$ cat config.mk
export PLATFORM = sky130hd
export DESIGN_NAME = saw_sweep
export DESIGN_NICKNAME = d
export VERILOG_FILES = /design/src/rtl/nco_pkg.sv /design/src/rtl/phase_acc.sv /design/src/rtl/saw_sweep.sv
export SDC_FILE = /design/constraint.sdc
export NUM_CORES = 1
export LEC_CHECK = 0
export BUFFER_PORTS_ARGS = -buffer_cell sky130_fd_sc_hd__buf_2
export CAP_MARGIN = 0
export CORE_UTILIZATION = 45
export DETAILED_ROUTE_END_ITERATION = 16
export GPL_ROUTABILITY_DRIVEN = 0
export PLACE_DENSITY = 0.64
export SLEW_MARGIN = 20
export SYNTH_ARGS = -nofsm -noshare
export SYNTH_HDL_FRONTEND = slang
export SYNTH_HIERARCHICAL = 1
export SYNTH_SLANG_ARGS = --single-unit
$ cat constraint.sdc
create_clock -name i_clk -period 4.4 [get_ports i_clk]
set_clock_uncertainty 0.1 [all_clocks]
set_input_delay 0.44 -clock i_clk [delete_from_list [all_inputs] [get_ports i_clk]]
set_output_delay 0.44 -clock i_clk [all_outputs]
set_load 0.01 [all_outputs]
$ cat src/rtl/nco_pkg.sv
// Shared NCO definitions: sweep controller state type and default accumulator width.
package nco_pkg;

  localparam int unsigned ACC_W_DEFAULT = 32;
  localparam int unsigned SAW_W         = 16;

  typedef enum logic [1:0] {
    ST_IDLE  = 2'd0,
    ST_SWEEP = 2'd1,
    ST_HOLD  = 2'd2
  } sweep_state_t;

endpackage

$ cat src/rtl/phase_acc.sv
// Phase accumulator: adds i_inc on each enabled clock, wrapping modulo 2^W.
module phase_acc #(
  parameter int W = 32
) (
  input  logic         i_clk,
  input  logic         i_rst_n,
  input  logic         i_en,
  input  logic [W-1:0] i_inc,
  output logic [W-1:0] o_acc
);

  logic [W-1:0] r_acc;

  always_ff @(posedge i_clk) begin
    if (!i_rst_n) begin
      r_acc <= '0;
    end else if (i_en) begin
      r_acc <= r_acc + i_inc;
    end
  end

  assign o_acc = r_acc;

endmodule

$ cat src/rtl/saw_sweep.sv
// Linear frequency sweep around a phase accumulator; o_saw is the accumulator's top 16 bits.
module saw_sweep
  import nco_pkg::*;
#(
  parameter int ACC_W = ACC_W_DEFAULT,
  parameter int OUT_W = 16
) (
  input  logic             i_clk,
  input  logic             i_rst_n,
  input  logic             i_tick,
  input  logic             i_start,
  input  logic             i_abort,
  input  logic [ACC_W-1:0] i_fcw_start,
  input  logic [ACC_W-1:0] i_fcw_stop,
  input  logic [ACC_W-1:0] i_fcw_step,
  input  logic [15:0]      i_dwell,
  output logic [15:0]      o_saw,
  output logic             o_busy,
  output logic             o_done
);

  sweep_state_t r_state;
  sweep_state_t w_state_nx;

  logic [ACC_W-1:0] r_fcw;
  logic [ACC_W-1:0] r_stop;
  logic [ACC_W-1:0] r_step;
  logic [15:0]      r_dwell;
  logic [15:0]      r_dwell_cnt;
  logic             r_done;

  logic             w_params_ok;
  logic             w_start_ok;
  logic             w_dwell_hit;
  logic [ACC_W:0]   w_next_fcw;
  logic             w_reach_stop;
  logic             w_sweep_end;
  logic             w_hold_entry;
  logic [ACC_W-1:0] w_inc;
  logic [ACC_W-1:0] w_acc;

  assign w_params_ok  = (i_fcw_stop > i_fcw_start) && (i_fcw_step != '0);
  assign w_start_ok   = i_start && !i_abort && (r_state != ST_SWEEP);
  assign w_dwell_hit  = (r_dwell_cnt == r_dwell);
  // One extra bit so a step past 2^ACC_W still compares as reaching stop.
  assign w_next_fcw   = {1'b0, r_fcw} + {1'b0, r_step};
  assign w_reach_stop = (w_next_fcw >= {1'b0, r_stop});
  assign w_sweep_end  = (r_state == ST_SWEEP) && i_tick && w_dwell_hit && w_reach_stop;

  // State register
  always_ff @(posedge i_clk) begin
    if (!i_rst_n) begin
      r_state <= ST_IDLE;
      r_done  <= 1'b0;
    end else begin
      r_state <= w_state_nx;
      r_done  <= w_hold_entry;
    end
  end

  // Next-state logic
  always_comb begin
    w_state_nx = r_state;
    if (i_abort) begin
      w_state_nx = ST_IDLE;
    end else begin
      case (r_state)
        ST_IDLE, ST_HOLD: begin
          if (i_start) begin
            w_state_nx = w_params_ok ? ST_SWEEP : ST_HOLD;
          end
        end
        ST_SWEEP: begin
          if (w_sweep_end) begin
            w_state_nx = ST_HOLD;
          end
        end
        default: w_state_nx = ST_IDLE;
      endcase
    end
  end

  // Output logic
  always_comb begin
    o_busy       = (r_state == ST_SWEEP);
    w_hold_entry = !i_abort && ((w_start_ok && !w_params_ok) || w_sweep_end);
  end

  // Tuning word, dwell counter and latched sweep parameters
  always_ff @(posedge i_clk) begin
    if (!i_rst_n) begin
      r_fcw       <= '0;
      r_stop      <= '0;
      r_step      <= '0;
      r_dwell     <= '0;
      r_dwell_cnt <= '0;
    end else if (w_start_ok) begin
      if (w_params_ok) begin
        r_stop      <= i_fcw_stop;
        r_step      <= i_fcw_step;
        r_dwell     <= i_dwell;
        r_fcw       <= i_fcw_start;
        r_dwell_cnt <= '0;
      end else begin
        r_fcw <= i_fcw_stop;
      end
    end else if (!i_abort && (r_state == ST_SWEEP) && i_tick) begin
      if (w_dwell_hit) begin
        r_dwell_cnt <= '0;
        r_fcw       <= w_reach_stop ? r_stop : w_next_fcw[ACC_W-1:0];
      end else begin
        r_dwell_cnt <= r_dwell_cnt + 16'd1;
      end
    end
  end

  // The adder sees the registered fcw, so a step takes effect on the following tick.
  assign w_inc = (r_state == ST_IDLE) ? i_fcw_start : r_fcw;

  phase_acc #(
    .W (ACC_W)
  ) u_phase_acc (
    .i_clk   (i_clk),
    .i_rst_n (i_rst_n),
    .i_en    (i_tick),
    .i_inc   (w_inc),
    .o_acc   (w_acc)
  );

  assign o_saw  = w_acc[ACC_W-1 -: OUT_W];
  assign o_done = r_done;

endmodule

==> impl_metrics.csv <==
group,metric,value,unit
drt,routed_wl,36720,microns
synthesis,synthesis.nets,1740,
floorplanning,start_util,0.4588,
grt,grtUsageTotal,0.2637,
final_layout,multi_input_area,8698,sq um
cts,cts_root_buffer,"clkbuf_16",
power_and_ir_drop,p_seq_frac,0.332,
drt,vias,11540,
power_and_ir_drop,power_density,345.7,nW/um^2
min_path,hp-start,"i_dwell[6]",
setup_path,r2r_start,"r_step[0]$_SDFFE_PN0P_",
power_and_ir_drop,p_clk_frac,0.310,
placed_design,dp.cells,1958,
final_layout,fin_nets,1888,
power_and_ir_drop,p_leak,6.959,nW
cts,cts.sink_count,163,
timing,fin_ws,-34.08,ps
synthesis,synthDistinctLibCells,88,
floorplanning,fp-row-count,60,
drt,dr.first_iter.drc_count,796,
setup_path,endpoint_kind,"flip-flop",
timing,final.min_clock_period,4434,ps
synthesis,synthCells,1493,
setup_path,crit_arrival,4660,ps
final_layout,mostFrequentLayoutCells,"nor2_1 (161), dfxtp_1 (161), a21oi_1 (150)",
placed_design,portBuffers,134,
min_path,hp-class,"primary input to flip-flop",
synthesis,synth_top_area_frac,0.2639,
floorplanning,die_w,167.8,microns
outcome,violations,"negative setup slack",
synthesis,synth-edff-count,0,
synthesis,syn-cell-area,12370,sq um
min_path,hold_end,"r_dwell[6]$_SDFFE_PN0P_",
setup_path,reg2reg_depth,21,
power_and_ir_drop,pwr-share-comb,0.357,
timing,hold_viol,0,
final_layout,syn_to_final_growth,17.39,%
final_layout,diodes,0,
final_layout,drive_gt1_frac,0.2044,
grt,grt_pass1_wl,58590,microns
setup_path,critical_path_class,"flip-flop to flip-flop",
floorplanning,chipHeight,167.8,microns
floorplanning,coreArea,26950,sq um
final_layout,nFillCells,2506,
timing,min_period_over_period,1.008,
synthesis,ys_seq_elements,163,
grt,grt_use_met1,0.3407,
outcome,status,"finished with violations",
timing,tightest_slew,1006,ps
synthesis,synth_top_flop_cell,"dfxtp_1",
job,max-cap-violations,0,
drt,ant_nets,0,
synthesis,postSynthAreaPerCell,8.282,sq um
timing,rsz0062_at_grt,"true",
floorplanning,die_area,28150,sq um
synthesis,ys_seq_area_frac,0.2639,
setup_path,reg2reg_to,"r_fcw[10]$_SDFFE_PN0P_",
power_and_ir_drop,internal-power,3.131,mW
setup_path,critPathRequiredTime,4630,ps
power_and_ir_drop,switchingPower,1.887,mW
setup_path,critPathLaunchType,"flip-flop",
timing,max_freq,225.5,MHz
placed_design,post-place-ws,-142.6,ps
cts,clockBufferDepth,2,
power_and_ir_drop,switching_share,0.3760,
final_layout,seqCellArea,3266,sq um
min_path,whs_path_depth,3,
grt,grt_max_degree,89,
grt,grt_pass1_vias,11260,
cts,path_clk_slew,80,ps
cts,h-tree-depth,4,
timing,finalSetupViolations,8,
drt,dr.pass1.iters,8,
cts,clk_latency,440,ps
drt,post-route-drc-count,0,
setup_path,rrSetupSlack,-30,ps
synthesis,yosys-top-cells-area,"dfxtp_1 (26%), ha_1 (13%), mux2i_1 (8.8%)",
grt,grt_busiest_layer,"met2",
synthesis,synthArstFlopShare,0,
grt,grt_use_met2,0.4451,
drt,wl_per_cell,18.41,microns
placed_design,dp_hpwl,28180,microns
cts,postCtsHoldBufs,0,
grt,grt_antenna_before_repair,1,
cts,cts_tree,"built",
synthesis,synth_top_area_cell,"dfxtp_1",
final_layout,fin_cells,1995,
floorplanning,num_io_pins,135,
timing,slew_viol_final,0,
grt,grt-ovfl-total,0,
setup_path,path_max_fanout,8,
grt,grtUsageMet3,0.03550,
cts,cts_buffers,17,
power_and_ir_drop,vdd_drop_max,0.0003000,V
timing,slew_headroom,0.3290,
drt,avgViaCountPerCell,5.782,
synthesis,ys_warn_count,6,
==> critical path, stage by stage (launching register included) <==
cell and delay [ps]:
dfxtp_2 340, ha_4 160, fa_2 340, a211oi_2 240, o21ai_2 80, o211ai_1 260
a21boi_2 130, a32oi_2 260, buf_4 180, a31oi_4 90, mux2i_1 150, or2_4 240
ha_4 210, a21o_1 160, a211oi_2 230, o221ai_2 130, a211o_1 340, nor2_4 150
buf_12 150, buf_12 120, a21oi_1 60, o221ai_1 200
==> power by group through the flow <==
stage	combinational [mW]	clock [mW]	sequential, mW
floorplan	1.21	0	1.68
global placement	1.68	0	1.69
CTS	1.74	1.57	1.66
global route	1.97	1.64	1.68
detailed placement	1.70	0	1.70
finish	1.79	1.56	1.67
==> kinds of logic after synthesis <==
group | synth area share
buffers and inverters | 0.05383
AND/OR/NAND/NOR | 0.1665
multiplexers | 0.1183
AO/OA/AOI/OAI | 0.2137
XOR/XNOR | 0.05100
adder cells (fa/ha/maj) | 0.1328
flip-flops | 0.2639
==> state kept, by name, indices dropped and copies added (netlist names) <==
signal and cells:
r_stop 32, u_phase_acc/o_acc 32, r_step 32, o_done 1, r_fcw 32, r_dwell 16
r_state 2, r_dwell_cnt 16
==> metal layers <==
metal,vias up,share of wire
met5,-,0.00022
met4,2,0.027
met3,70,0.051
met2,345,0.47
met1,5398,0.45
li1,5720,-
==> area by class of cell <==
| type | instances | area share |
|---|---|---|
| tap | 341 | 0.02939 |
| clock inverter | 15 | 0.01250 |
| timing repair buffer | 196 | 0.08162 |
| clock buffer | 17 | 0.02931 |
| multi-input combinational | 1174 | 0.5992 |
| sequential | 163 | 0.2250 |
| inverter | 89 | 0.02301 |
==> Yosys cell counts (13+ instances only) <==
library cell	n
mux2_2	33
dfxtp_1	163
and3_1	13
a21oi_1	151
inv_1	87
mux2i_1	109
o21ai_0	64
a21o_1	31
xnor2_1	44
a211oi_1	13
nand4_1	29
nand3_1	34
clkbuf_1	47
xor2_1	28
ha_1	128
nand2_1	88
o221ai_1	28
nor2_1	163
nor2b_1	24
o211ai_1	17
==> stage by stage <==
| stage | setup TNS, ps | hold slack [ps] | utilization | cell area (sq um) | power, mW |
|---|---|---|---|---|---|
| global route | -5209 | 128.3 | 0.5386 | 14520 | 5.283 |
| detailed placement | -2607 | 375.0 | 0.5070 | 13660 | 3.400 |
| CTS | -855.1 | 115.4 | 0.5333 | 14370 | 4.980 |
| finish | -92.25 | 128.0 | 0.5386 | 14520 | 5.018 |
| floorplan | 0 | 357.1 | - | 12430 | 2.894 |
| global placement | -38.90 | 353.8 | 0.5070 | 13660 | 3.374 |
==> repair_timing <==
item,CTS,global route
setup buffers,4,2
endpoints found under the setup margin,34,35
pin swaps,25,25
gates resized for setup,30,25
==> how the worst max path moves through the flow <==
stage                                       from                     end  cells after the start
after floorplan           r_step[0]$_SDFFE_PN0P_  r_fcw[21]$_SDFFE_PN0P_                     21
final                     r_step[0]$_SDFFE_PN0P_  r_fcw[10]$_SDFFE_PN0P_                     21
after global placement    r_step[0]$_SDFFE_PN0P_  r_fcw[29]$_SDFFE_PN0P_                     20
after global routing       r_fcw[0]$_SDFFE_PN0P_  r_fcw[18]$_SDFFE_PN0P_                     20
after CTS                 r_step[0]$_SDFFE_PN0P_  r_fcw[19]$_SDFFE_PN0P_                     20
after detailed placement  r_step[0]$_SDFFE_PN0P_  r_fcw[19]$_SDFFE_PN0P_                     20
Power figures use the tool's default switching activity.
